<file path="src/rtl/simon_pkg.sv">
// Shared definitions for the Simon game blocks: colour encoding,
// sequence store depth and the sequence player's state encoding.
package simon_pkg;

    // Colours as stored in the segment store and shown on the LEDs.
    typedef enum logic [1:0] {
        RED    = 2'd0,
        GREEN  = 2'd1,
        BLUE   = 2'd2,
        YELLOW = 2'd3
    } colour_t;

    // Deepest sequence the colour store can hold (slot 0 is reserved and never played).
    localparam int MAX_SEQ_LEN = 32;

    // Playback states: show a colour, blank gap, one-cycle completion pulse.
    typedef enum logic [1:0] {
        IDLE = 2'd0,
        ON   = 2'd1,
        OFF  = 2'd2,
        DONE = 2'd3
    } player_state_t;

endpackage : simon_pkg

</file>
<file path="src/rtl/sequence_player_if.sv">
// Handshake and data bundle between the game FSM (master) and the
// sequence player (slave). The abort wire exists only when the
// SEQ_PLAYER_ABORT_EN macro is defined.
interface sequence_player_if
    import simon_pkg::*;
#(
    parameter int MAX_LEN = MAX_SEQ_LEN
);
    logic                         start;
    logic [5:0]                   length;
    // Packed store: bits [2i+1:2i] hold slot i; slot 0 is reserved.
    logic [2*(MAX_LEN+1)-1:0]     segment;
    logic [1:0]                   colour;
    logic                         colour_valid;
    logic                         busy;
    logic                         done;
`ifdef SEQ_PLAYER_ABORT_EN
    logic                         abort;

    modport master (
        output start, length, segment, abort,
        input  colour, colour_valid, busy, done
    );

    modport slave (
        input  start, length, segment, abort,
        output colour, colour_valid, busy, done
    );
`else
    modport master (
        output start, length, segment,
        input  colour, colour_valid, busy, done
    );

    modport slave (
        input  start, length, segment,
        output colour, colour_valid, busy, done
    );
`endif

endinterface : sequence_player_if

</file>
<file path="src/rtl/sequence_player_timer.sv">
// phase_timer: loadable down-counter that stops at zero. expired_o is
// high whenever the count is zero. Shared with the input-timeout logic.
module phase_timer #(
    parameter int WIDTH = 8
) (
    input  logic             clk,
    input  logic             reset,
    input  logic             load_i,
    input  logic [WIDTH-1:0] load_value_i,
    output logic             expired_o
);

    logic [WIDTH-1:0] count_q;
    logic [WIDTH-1:0] count_d;

    // Next count: reload wins, otherwise count down and hold at zero.
    always_comb begin
        count_d = count_q;
        if (load_i) begin
            count_d = load_value_i;
        end else if (count_q != '0) begin
            count_d = count_q - 1'b1;
        end
    end

    // Count register, cleared asynchronously.
    // NOTE: clocked state uses non-blocking (<=) so every register samples
    // pre-edge values; blocking here would create order-dependent races.
    always_ff @(posedge clk or posedge reset) begin
        if (reset) begin
            count_q <= '0;
        end else begin
            count_q <= count_d;
        end
    end

    assign expired_o = (count_q == '0);

endmodule : phase_timer

</file>
<file path="src/rtl/sequence_player.sv">
// sequence_player: replays the stored colour sequence from the oldest
// slot (length) down to the newest (slot 1), each colour shown for
// ON_CYCLES followed by an OFF_CYCLES blank gap, then pulses done.
// Optional macro SEQ_PLAYER_ABORT_EN adds an abort input that drops
// back to IDLE from ON/OFF without a done pulse.
module sequence_player
    import simon_pkg::*;
#(
    parameter int ON_CYCLES  = 25_000_000,
    parameter int OFF_CYCLES = 12_500_000,
    parameter int MAX_LEN    = MAX_SEQ_LEN
) (
    input  logic               clk,
    input  logic               reset,
    sequence_player_if.slave   seg
);

    localparam int TMR_MAX = (ON_CYCLES > OFF_CYCLES) ? ON_CYCLES : OFF_CYCLES;
    localparam int TMR_W   = (TMR_MAX > 1) ? $clog2(TMR_MAX) : 1;
    localparam int IDX_W   = $clog2(MAX_LEN + 1);

    localparam logic [TMR_W-1:0] ON_RELOAD  = TMR_W'(ON_CYCLES - 1);
    localparam logic [TMR_W-1:0] OFF_RELOAD = TMR_W'(OFF_CYCLES - 1);

    player_state_t    state_q, state_d;
    logic [IDX_W-1:0] idx_q, idx_d;
    colour_t          colour_q, colour_d;

    logic             tmr_load;
    logic [TMR_W-1:0] tmr_value;
    logic             tmr_expired;

    logic [IDX_W-1:0] len_c;
    logic [1:0]       slot [1:MAX_LEN];
    logic             unused_slot0;

    // Unpack the live colour store; slot 0 is reserved and never played.
    for (genvar i = 1; i <= MAX_LEN; i++) begin : g_slot
        assign slot[i] = seg.segment[2*i +: 2];
    end
    assign unused_slot0 = ^seg.segment[1:0];

    // Requested lengths beyond the store depth play the whole store.
    assign len_c = (int'(seg.length) > MAX_LEN) ? IDX_W'(MAX_LEN) : IDX_W'(seg.length);

    phase_timer #(
        .WIDTH (TMR_W)
    ) u_timer (
        .clk          (clk),
        .reset        (reset),
        .load_i       (tmr_load),
        .load_value_i (tmr_value),
        .expired_o    (tmr_expired)
    );

    // Next-state logic: walk slots oldest to newest with ON/OFF timing.
    // NOTE: every signal gets a default before the case so no path leaves
    // one unassigned, which would otherwise infer a latch.
    always_comb begin
        state_d   = state_q;
        idx_d     = idx_q;
        colour_d  = colour_q;
        tmr_load  = 1'b0;
        tmr_value = ON_RELOAD;

        unique case (state_q)
            IDLE: begin
                if (seg.start) begin
                    if (len_c != '0) begin
                        idx_d    = len_c;
                        colour_d = colour_t'(slot[len_c]);
                        tmr_load = 1'b1;
                        state_d  = ON;
                    end else begin
                        state_d  = DONE;
                    end
                end
            end
            ON: begin
                if (tmr_expired) begin
                    tmr_load  = 1'b1;
                    tmr_value = OFF_RELOAD;
                    state_d   = OFF;
                end
            end
            OFF: begin
                if (tmr_expired) begin
                    if (idx_q == IDX_W'(1)) begin
                        state_d  = DONE;
                    end else begin
                        idx_d    = idx_q - 1'b1;
                        colour_d = colour_t'(slot[idx_q - 1'b1]);
                        tmr_load = 1'b1;
                        state_d  = ON;
                    end
                end
            end
            DONE: begin
                state_d = IDLE;
            end
            default: begin
                state_d = IDLE;
            end
        endcase

`ifdef SEQ_PLAYER_ABORT_EN
        // Abort overrides any timer expiry seen in the same cycle.
        if (seg.abort && (state_q == ON || state_q == OFF)) begin
            state_d  = IDLE;
            idx_d    = idx_q;
            colour_d = colour_q;
            tmr_load = 1'b0;
        end
`endif
    end

    // State, slot index and displayed colour registers.
    always_ff @(posedge clk or posedge reset) begin
        if (reset) begin
            state_q  <= IDLE;
            idx_q    <= '0;
            colour_q <= RED;
        end else begin
            state_q  <= state_d;
            idx_q    <= idx_d;
            colour_q <= colour_d;
        end
    end

    assign seg.colour       = colour_q;
    assign seg.colour_valid = (state_q == ON);
    assign seg.busy         = (state_q == ON) || (state_q == OFF);
    assign seg.done         = (state_q == DONE);

endmodule : sequence_player

</file>
<file path="src/flat_wrapper.sv">
// flat-port wrapper written by rule: the top's interface ports become plain ports
module sequence_player_flat import simon_pkg::*;
#(
    parameter int ON_CYCLES  = 25_000_000,
    parameter int OFF_CYCLES = 12_500_000,
    parameter int MAX_LEN    = MAX_SEQ_LEN
)
  (clk, reset, seg_start, seg_length, seg_segment, seg_colour, seg_colour_valid, seg_busy, seg_done);
  sequence_player_if #(.MAX_LEN(MAX_LEN)) seg_i ();
  input  logic clk;
  input  logic reset;
  input wire logic [$bits(seg_i.start)-1:0] seg_start;
  input wire logic [$bits(seg_i.length)-1:0] seg_length;
  input wire logic [$bits(seg_i.segment)-1:0] seg_segment;
  output wire logic [$bits(seg_i.colour)-1:0] seg_colour;
  output wire logic [$bits(seg_i.colour_valid)-1:0] seg_colour_valid;
  output wire logic [$bits(seg_i.busy)-1:0] seg_busy;
  output wire logic [$bits(seg_i.done)-1:0] seg_done;
  assign seg_i.start = seg_start;
  assign seg_i.length = seg_length;
  assign seg_i.segment = seg_segment;
  assign seg_colour = seg_i.colour;
  assign seg_colour_valid = seg_i.colour_valid;
  assign seg_busy = seg_i.busy;
  assign seg_done = seg_i.done;
  sequence_player #(.ON_CYCLES(ON_CYCLES), .OFF_CYCLES(OFF_CYCLES), .MAX_LEN(MAX_LEN)) u_core (.clk(clk), .reset(reset), .seg(seg_i));
endmodule
</file>
<file path="config.mk">
export PLATFORM = sky130hd
export DESIGN_NAME = sequence_player_flat
export DESIGN_NICKNAME = d
export VERILOG_FILES = /design/src/rtl/simon_pkg.sv /design/src/rtl/sequence_player_if.sv /design/src/rtl/sequence_player_timer.sv /design/src/rtl/sequence_player.sv /design/src/flat_wrapper.sv
export SDC_FILE = /design/constraint.sdc
export NUM_CORES = 1
export LEC_CHECK = 0
export BUFFER_PORTS_ARGS = -buffer_cell sky130_fd_sc_hd__buf_2
export CAP_MARGIN = 10
export CELL_PAD_IN_SITES_DETAIL_PLACEMENT = 0
export CELL_PAD_IN_SITES_GLOBAL_PLACEMENT = 1
export CORE_UTILIZATION = 41
export DETAILED_ROUTE_END_ITERATION = 7
export GPL_TIMING_DRIVEN = 0
export PLACE_DENSITY = 0.93
export SYNTH_ARGS = -nofsm -noshare
export SYNTH_HDL_FRONTEND = slang
export SYNTH_SLANG_ARGS = --single-unit
</file>
<file path="constraint.sdc">
create_clock -name clk -period 4.1 [get_ports clk]
set_input_delay 0.615 -clock clk [delete_from_list [all_inputs] [get_ports clk]]
set_output_delay 0.615 -clock clk [all_outputs]
set_load 0.02 [all_outputs]
</file>
==> flow_summary.toml, run 1 <==
[run]
drv_cap = 0

[grt]
antenna_found_initial = 0
grt_usage_pct = 23.84
grt_pass1_vias = 3222
grt.overflow.total = 0
grt_pass1_wl_um = 15840
grt_max_degree = 20

[power_and_ir_drop]
p_comb_share_pct = 63.5
ir_worst_vdd_v = 0.0003512
switching_power_uw = 892.3
p_per_area_nw_per_um2 = 513.0
power.internal_uw = 1120
clkPwrFrac_pct = 12.4
p_leak_uw = 0.001565
swShare_pct = 44.35
pwr-share-seq_pct = 24.1

[critical_path]
critical_path_buf_inv_count = 4
endpoint = "u_core.seg.colour[1]"
critical_path.top_delay_family = "buffers and inverters"
cp_max_fo = 10
setup.worst_path.start = "u_core.idx_q[0]"
r2r_cells = 10
cp_slowest_cell = "buf_1"
worstPathCellList = "buf_1 -> inv_1 -> ha_1 -> clkbuf_1 -> clkbuf_2 -> mux4_2 -> mux4_2 -> mux2i_1 -> o211ai_1 -> a31o_2"
cp_slowest_stage_delay_ns = 0.53
r2r_end = "u_core.seg.colour[1]"
r2r-start = "u_core.idx_q[0]"
end_kind = "flop"
r2r_slack_ns = 0.30
crit_arrival_ns = 3.98
cp.depth = 10
cp.required_ns = 4.28
startpoint_type = "flop"
crit_top_cell = "mux4_2"
critPathKind = "flop to flop"

[floorplan]
rows = 32
start_util_pct = 42.49
dieArea_sq_um = 8413
die_width_um = 91.73
core-area_sq_um = 7767
die_h_um = 91.73
ios = 80

[synth]
syn-num-nets = 433
synth-edff-count = 0
syn-instance-count = 350
ys_warn_count = 0
syn_avg_cell_area_sq_um = 9.430
async_flop_share_pct = 100.0
seq_area_frac_synth_pct = 26.54
ys.flop_type = "dfrtp_1"
synthesis.area_sq_um = 3301
synth.distinct_cells = 63
ys_seq_elements = 35

[timing]
whs_ns = 0.4799
setup_viol = 0
finalMaxSlewViolations = 0
finClkSkew_ns = 0.008488
maxSlewHeadroom_pct = 33.43
fin_crit_sh_pct = 92.77
rsz0062_at_grt = "false"
final_hold_viol_count = 0
fin_crit_ns = 3.804
tightest_slew_ns = 0.9847
fmax_ghz = 0.2629
setup-tns-final_ns = 0

[layout]
areaGrowthSynthToFinish_pct = 18.84
layout_common_cells = "77 x buf_2, 35 x dfrtp_1, 30 x nor2_1"
n_antenna_cell = 0
final-instance-count-excl-fill = 537
drive_above_1_share_pct = 31.03
final_common_cell = "buf_2"
fin_nets = 517
stdcell_area_sq_um = 3923

[cts]
cts_made_buffers = 5
cts-root-buf = "clkbuf_8"
clkTransAtPathRegs_ns = 0.07
post-cts-setup-buffers = 0
cts_tree = "done"
h-tree-depth = 2
clk_path_buf_depth = 2
clk_latency_ns = 0.29
cts_sinks = 35

[place]
port-buffer-count = 76
gp_congestion = 0.9432
dp_hpwl_um = 7629
place_inst = 529
placed_cell_area_sq_um = 3836

[detailed_routing]
wirelength_um = 9662
antenna_left = 0
drtIter0Drc = 142
post_drt_via_cell_ratio = 5.996
drcViolationCount = 0
drt_pass1_iterations = 4
wl_per_cell_um = 17.99
route.vias.total = 3220

[outcome]
outcome = "complete, no violations"

[hold_path]
hold_class = "input pin to async pin"
synth_stat cells (3+ instances only):
library cell  instances  area (sq um)
nand3_1               9         45.04
nand2b_1              5         31.28
mux2_2               11         123.9
o21ai_0              14         70.07
inv_1                14         52.55
dfrtp_1              35         875.8
o22ai_1               7         43.79
nor4_1                4         25.02
nand2_1              24         90.09
o21a_1                3         22.52
buf_6                 3         33.78
or4_4                 3         33.78
a22o_1                3         26.28
nor2b_1               5         31.28
o211ai_1              3         22.52
a21oi_1              12         60.06
xnor2_1               8         70.07
nor2_1               30         112.6
xor2_1               16         140.1
o31ai_1               4         30.03
clkbuf_1             10         37.54
a31oi_1               3         18.77
buf_1                 6         22.52
mux2i_1              17         170.2
nand3b_1              4         30.03
ha_1                  8         100.1
mux4_2               19         427.9
nor3_1               10         50.05
a211oi_1              3         22.52
or2_2                 5         31.28
or4_1                 6         45.04
nor3b_1               4         30.03
how the worst min path moves through the flow:
stage / from / endpoint
after floorplan: u_core.u_timer.count_q[21] / u_core.u_timer.count_q[21]
after global placement: u_core.u_timer.count_q[19] / u_core.u_timer.count_q[19]
after detailed placement: u_core.u_timer.count_q[21] / u_core.u_timer.count_q[21]
after CTS: reset / u_core.idx_q[2]
after global routing: reset / u_core.idx_q[2]
final: reset / u_core.idx_q[2]
area by class of cell:
cell class / count / area [sq um]
tap: 102 / 127.6
inverter: 14 / 52.55
timing repair buffer: 77 / 407.9
fill: 733 / 3845
multi-input combinational: 280 / 2258
buffer: 21 / 115.1
sequential: 35 / 875.8
clock buffer: 6 / 72.57
clock inverter: 2 / 12.51
timing repair:
| action | in CTS | in global routing |
|---|---|---|
| resized for setup | 0 | 1 |
| setup endpoints to repair | 0 | 1 |
| hold buffers | 0 | 0 |
metal layers:
metal	global-route usage [%]	up-vias	share of wire [%]
met4	8.464	0	2.5
li1	-	1490	-
met2	43.05	154	51
met3	4.561	25	6.8
met5	0	-	0
met1	28.09	1551	40
power groups by stage:
stage / logic [uW] / registers (uW) / clock network [uW]
6_report: 1280 / 485 / 250
5_1_grt: 1380 / 497 / 267
4_1_cts: 1260 / 484 / 255
3_5_place_dp: 1260 / 491 / 0
3_3_place_gp: 1230 / 487 / 0
2_1_floorplan: 938 / 482 / 0
registers in the layout, indices dropped and copies added (netlist names):
| register | flops |
|---|---|
| u_core.idx_q | 6 |
| u_core.state_q | 2 |
| u_core.seg.colour | 2 |
| u_core.u_timer.count_q | 25 |
per-stage QoR:
step                      setup slack, ns  power [uW]  utilization, %
after floorplan                    0.9256        1420               -
after global placement             0.1154        1717           49.03
after detailed placement          0.09269        1751           49.39
after CTS                          0.1175        2002           50.48
after global routing              0.07527        2146           50.50
final                              0.2963        2012           50.50
cell families after synthesis:
family          Yosys count  synth area share (%)
simple gates            123                 20.51
compound gates           78                 16.64
mux                      47                 21.87
buf+inv                  35                 5.041
flops                    35                 26.54
xor+xnor                 24                 6.368
fa+ha+maj                 8                 3.033
Power figures use the tool's default switching activity.
==> inputs of run 2 (changes only) <==
CORE_UTILIZATION = 37   (was 41)
PLACE_DENSITY = 0.89   (was 0.93)
clock period = 3.4 ns   (was 4.1 ns; I/O delays follow)
==> run 2 against run 1 <==
Combinational power grew 22%. Critical path depth up 2. Via count grew 1.3%. Final cell count grew 1.7%. Design area is 2.0% higher. Die area rose by 11%. Non-clock buffer count is 3 higher. Largest cell class unchanged. First-iteration DRC count up 45%.
==> flow_summary.toml, run 2 (synthesis results as in run 1) <==
[detailed_routing]
drcViolationCount = 0
route.vias.total = 3262
wirelength_um = 9901
post_drt_via_cell_ratio = 5.974
drtIter0Drc = 206
antenna_left = 0
drt_pass1_iterations = 5
wl_per_cell_um = 18.13

[hold_path]
hold_class = "input pin to async pin"

[cts]
ctsHoldBuffers = 0
h-tree-depth = 2
clk_latency_ns = 0.29
clk_path_buf_depth = 2
clkTransAtPathRegs_ns = 0.08
cts-root-buf = "clkbuf_8"
cts_tree = "done"
cts_made_buffers = 5
cts_sinks = 35

[power_and_ir_drop]
p_per_area_nw_per_um2 = 632.1
switching_power_uw = 1080
clkPwrFrac_pct = 15.3
p_leak_uw = 0.001604
pwr-share-seq_pct = 23.2
power.internal_uw = 1449
p_comb_share_pct = 61.5
ir_worst_vdd_v = 0.0004146
swShare_pct = 42.71

[floorplan]
die_width_um = 96.45
die_h_um = 96.45
start_util_pct = 38.03
core-area_sq_um = 8678
dieArea_sq_um = 9303
ios = 80
rows = 34

[layout]
areaGrowthSynthToFinish_pct = 21.19
layout_common_cells = "78 x buf_2, 35 x dfrtp_1, 30 x nor2_1"
final-instance-count-excl-fill = 546
top_regs = "u_core.u_timer.count_q: 25 flops, u_core.idx_q: 6 flops"
max_flop_register = "u_core.u_timer.count_q"
final_common_cell = "buf_2"
n_antenna_cell = 0
drive_above_1_share_pct = 33.11
largest_reg_flops = 25
fin_nets = 520
fill_cells = 842

[critical_path]
startpoint_type = "flop"
cp.required_ns = 3.63
crit_arrival_ns = 3.52
cp_slowest_stage_delay_ns = 0.50
worstPathCellList = "inv_1 -> ha_2 -> or4b_4 -> or4_1 -> buf_6 -> or4_4 -> buf_6 -> o21a_4 -> or2_1 -> buf_6 -> buf_8 -> nand2_1"
cp_slowest_cell = "or4_1"
end_kind = "flop"
crit_top_cell = "buf_6"
critical_path_buf_inv_count = 5
critPathKind = "flop to flop"
r2r_end = "u_core.u_timer.count_q[0]"
critical_path.top_delay_family = "simple AND/OR/NAND/NOR gates"
r2r-start = "u_core.u_timer.count_q[1]"
cp_max_fo = 10
r2r_slack_ns = 0.10
r2r_cells = 12

[place]
gp_congestion = 0.9469
port-buffer-count = 76
place_ws_ns = -0.5391
dp_hpwl_um = 7722
place_inst = 535

[timing]
finClkSkew_ns = 0.005136
maxSlewHeadroom_pct = 32.88
setup_viol = 0
finalMaxSlewViolations = 0
worst_slack_ns = 0.1040
fmax_ghz = 0.3034
rsz0062_at_grt = "false"
fin_crit_sh_pct = 96.94
final_hold_viol_count = 0
tightest_slew_ns = 0.9929
fin_crit_ns = 3.296

[grt]
grt_max_degree = 20
grt_pass1_wl_um = 15930
grt.overflow.total = 0
antenna_found_initial = 0
grt_pass1_vias = 3308
grt_usage_pct = 22.58

[run]
drv_cap = 0

[outcome]
outcome = "complete, no violations"
-- run 2: what timing repair did --
action | CTS | global route
pin swaps | 1 | 0
setup buffers | 1 | 3
resized for setup | 5 | 4
setup endpoints to repair | 22 | 24
-- run 2: stage by stage --
stage | total power, uW | utilization [%] | setup TNS (ns) | cell area [sq um] | hold slack (ns)
2_1_floorplan | 1712 | - | 0 | 3301 | 0.4730
3_3_place_gp | 2066 | 43.97 | -1.341 | 3816 | 0.4937
3_5_place_dp | 2102 | 44.29 | -1.661 | 3844 | 0.5004
4_1_cts | 2500 | 45.76 | 0 | 3971 | 0.3804
5_1_grt | 2694 | 46.09 | 0 | 4000 | 0.3939
6_report | 2528 | 46.09 | 0 | 4000 | 0.3381
-- run 2: power by group through the flow --
| stage | clock network, uW | registers (uW) | logic (uW) |
|---|---|---|---|
| final | 386 | 586 | 1560 |
| after global routing | 405 | 599 | 1690 |
| after CTS | 392 | 588 | 1520 |
| after detailed placement | 0 | 595 | 1510 |
| after global placement | 0 | 588 | 1480 |
| after floorplan | 0 | 581 | 1130 |
-- run 2: worst max path at each step --
stage / startpoint / endpoint / depth (start not counted)
after detailed placement: u_core.idx_q[0] / u_core.seg.colour[1] / 10
after floorplan: u_core.idx_q[0] / u_core.seg.colour[1] / 10
after global routing: u_core.u_timer.count_q[1] / u_core.u_timer.count_q[0] / 12
after global placement: u_core.idx_q[0] / u_core.seg.colour[1] / 10
final: u_core.u_timer.count_q[1] / u_core.u_timer.count_q[0] / 12
after CTS: u_core.u_timer.count_q[0] / u_core.u_timer.count_q[0] / 12
-- run 2: per-layer routing --
metal | track usage, % | up-vias | routed length [um]
li1 | - | 1487 | -
met1 | 28.00 | 1616 | 4257
met2 | 41.02 | 135 | 4966
met3 | 2.973 | 24 | 530
met4 | 5.882 | 0 | 146
met5 | 0 | - | 0
-- run 2: worst reg2reg max path: cells and delay by family (launching register included) --
| family | cells | cell delay, ns |
|---|---|---|
| AO/OA/AOI/OAI | 1 | 0.21 |
| buffers and inverters | 5 | 0.66 |
| AND/OR/NAND/NOR | 5 | 1.75 |
| flip-flops | 1 | 0.41 |
| adder cells (fa/ha/maj) | 1 | 0.19 |
-- run 2: layout make-up --
type	count	area, sq um	share of cell area (%)
clock buffer	5	68.82	1.720
buffer	20	118.9	2.972
timing repair buffer	81	437.9	10.95
tap	108	135.1	3.378
multi-input combinational	280	2267	56.68
sequential	35	875.8	21.90
clock inverter	3	43.79	1.095
inverter	14	52.55	1.314
==> inputs of run 3 (changes only) <==
CORE_UTILIZATION = 38   (was 37)
PLACE_DENSITY = 0.9   (was 0.89)
SYNTH_HIERARCHICAL = 1   (was unset)
==> run 3 against run 2 <==
Utilization rose by 1.4 points. Hold slack worse by 0.12 ns. Design area rose by 9.7%. Clock-buffer cell count did not move. Clock skew is 0.0062 ns higher. Power up 31%. Routed wire length is 11% higher. Final cell count is 15% higher. Fmax grew 5.4%. Setup slack gained 0.17 ns. Clock power hardly changed. Critical endpoint is now u_core/u_timer/count_q[22].
==> flow_summary.toml, run 3 <==
[cts]
cts_made_buffers = 5
clkTransAtPathRegs_ns = 0.09
h-tree-depth = 2
cts-root-buf = "clkbuf_8"
clk_latency_ns = 0.29
ctsHoldBuffers = 0
cts_tree = "done"
clk_path_buf_depth = 2
cts_sinks = 35

[hold_path]
hold_class = "input pin to async pin"

[run]
drv_cap = 0

[detailed_routing]
drtIter0Drc = 233
antenna_left = 0
post_drt_via_cell_ratio = 5.841
drt_pass1_iterations = 6
route.vias.total = 3668
wirelength_um = 10990
wl_per_cell_um = 17.50
drcViolationCount = 0

[floorplan]
die_h_um = 99.69
start_util_pct = 39.24
die_width_um = 99.69
dieArea_sq_um = 9937
ios = 80
core-area_sq_um = 9240
rows = 35

[synth]
ys.flop_type = "dfrtp_1"
synth-xor-area-share_pct = 4.348
synth-adder-area-share_pct = 3.106
synth.distinct_cells = 69
ys_warn_count = 6
syn-instance-count = 402
seq_area_frac_synth_pct = 24.15
synth_compound_area_share_pct = 23.05
ys_seq_elements = 35
synthesis.area_sq_um = 3626
synth-edff-count = 0
yosys.area_share.simple_pct = 21.01
async_flop_share_pct = 100.0
synth_top_family_by_area = "compound AO/OA/AOI/OAI gates"
ys_top_cells_by_count = "35 x dfrtp_1, 31 x nand2_1, 26 x nor2_1"
syn_avg_cell_area_sq_um = 9.020
synth.most_common_cell = "dfrtp_1"
synth_top_area_cell = "dfrtp_1"
synth_area_leaders = "dfrtp_1 24%, mux4_2 13%, mux2i_1 3.9%"
synth_mux_area_share_pct = 17.84
synth.top_cell.area_share_pct = 24.15

[timing]
tightest_slew_ns = 1.015
fin_crit_sh_pct = 91.98
maxSlewHeadroom_pct = 32.23
setup-tns-final_ns = 0
worst_slack_ns = 0.2728
fmax_ghz = 0.3198
rsz0062_at_grt = "false"
fin_crit_ns = 3.127
finClkSkew_ns = 0.01138
setup_viol = 0
finalMaxSlewViolations = 0
final_hold_viol_count = 0

[grt]
grt.overflow.total = 0
grt_usage_pct = 22.53
antenna_found_initial = 0
grt_pass1_vias = 3671
grt_pass1_wl_um = 17940
grt_max_degree = 26

[layout]
largest_reg_flops = 25
fin_nets = 582
layout_common_cells = "86 x buf_2, 35 x dfrtp_1, 31 x nand2_1"
fill_cells = 932
final_common_cell = "buf_2"
drive_above_1_share_pct = 28.86
max_flop_register = "u_core/u_timer/count_q"
final-instance-count-excl-fill = 628
n_antenna_cell = 0
stdcell_area_sq_um = 4387
areaGrowthSynthToFinish_pct = 20.98
top_regs = "u_core/u_timer/count_q: 25 flops, u_core/idx_q: 6 flops"

[critical_path]
worstPathCellList = "nor3_4 -> nand4_1 -> clkbuf_2 -> nor4_4 -> o211ai_1 -> o21a_1 -> a21oi_1 -> clkbuf_2 -> inv_1 -> o41a_1 -> a211oi_2"
critical_path.top_delay_family = "compound AO/OA/AOI/OAI gates"
critical_path_buf_inv_count = 3
cp.required_ns = 3.60
crit_arrival_ns = 3.33
cp_slowest_stage_delay_ns = 0.47
crit_top_cell = "clkbuf_2"
cp_max_fo = 11
end_kind = "flop"
cp_slowest_cell = "dfrtp_1"
startpoint_type = "flop"
critPathKind = "flop to flop"

[place]
place_ws_ns = -0.8488
port-buffer-count = 75
place_inst = 620
placed_cell_area_sq_um = 4215
gp_congestion = 0.9742
dp_hpwl_um = 8441

[power_and_ir_drop]
p_per_area_nw_per_um2 = 756.2
p_leak_uw = 0.001769
ir_worst_vdd_v = 0.0002650
finalPower_uw = 3317

[outcome]
outcome = "complete, no violations"
-- run 3: cell count changes after synthesis, moves of 8 or more --
cell,change
buf_2,+10
a21oi_1,+8
mux2_2,-8
o31ai_1,+10
xor2_1,-8
o21ai_1,+8
-- run 3: layout make-up --
type | instances | area [sq um] | share of cell area, %
buffer | 27 | 163.9 | 3.736
clock buffer | 5 | 68.82 | 1.569
clock inverter | 3 | 43.79 | 0.9983
inverter | 17 | 63.81 | 1.455
multi-input combinational | 336 | 2626 | 59.87
sequential | 35 | 875.8 | 19.97
tap | 129 | 161.4 | 3.679
timing repair buffer | 76 | 382.9 | 8.728
-- run 3: worst paths after layout --
path	from	endpoint	slack [ns]	cells after the start
hold / removal	reset	u_core/state_q[0]	0.22	2
hold reg to reg	u_core/state_q[1]	u_core/state_q[1]	0.55	2
min in group clk	u_core/state_q[1]	u_core/state_q[1]	0.55	2
setup / recovery	u_core/u_timer/count_q[12]	u_core/u_timer/count_q[22]	0.27	11
max in group asynchronous	reset	u_core/u_timer/count_q[9]	2.30	2
setup reg to reg	u_core/u_timer/count_q[12]	u_core/u_timer/count_q[22]	0.27	11
-- run 3: logic make-up (layout without fill, tap and decap cells) --
logic type | after synthesis | after routing
compound gates | 117 | 117
xor+xnor | 18 | 18
fa+ha+maj | 9 | 9
buf+inv | 45 | 128
flops | 35 | 35
mux | 38 | 38
other cells | 2 | 16
simple gates | 138 | 138
-- run 3: where the power goes --
part	leakage, uW	switching, uW	internal, uW
Sequential	0.000411	215	609
Clock	0.0000581	167	219
Combinational	0.00130	1170	936
-- run 3: per-stage QoR --
| step | hold slack (ns) | util (%) |
|---|---|---|
| after global routing | 0.2437 | 47.47 |
| after detailed placement | 0.5326 | 45.62 |
| after CTS | 0.2290 | 47.30 |
| after global placement | 0.5256 | 45.62 |
| final | 0.2216 | 47.47 |
| after floorplan | 0.3502 | - |
-- run 3: repair_timing --
item | CTS | global route
endpoints found under the setup margin | 33 | 22
resized for setup | 6 | 7
gates cloned | 0 | 0
pin swaps | 1 | 0
buffers inserted | 1 | 0
-- run 3: per-layer routing --
| metal | vias to the layer above | wire length [um] | track usage (%) |
|---|---|---|---|
| li1 | 1725 | - | - |
| met1 | 1735 | 4584 | 28.24 |
| met2 | 184 | 5469 | 40.58 |
| met3 | 24 | 716 | 2.741 |
| met4 | 0 | 221 | 6.222 |
| met5 | - | 0 | 0 |
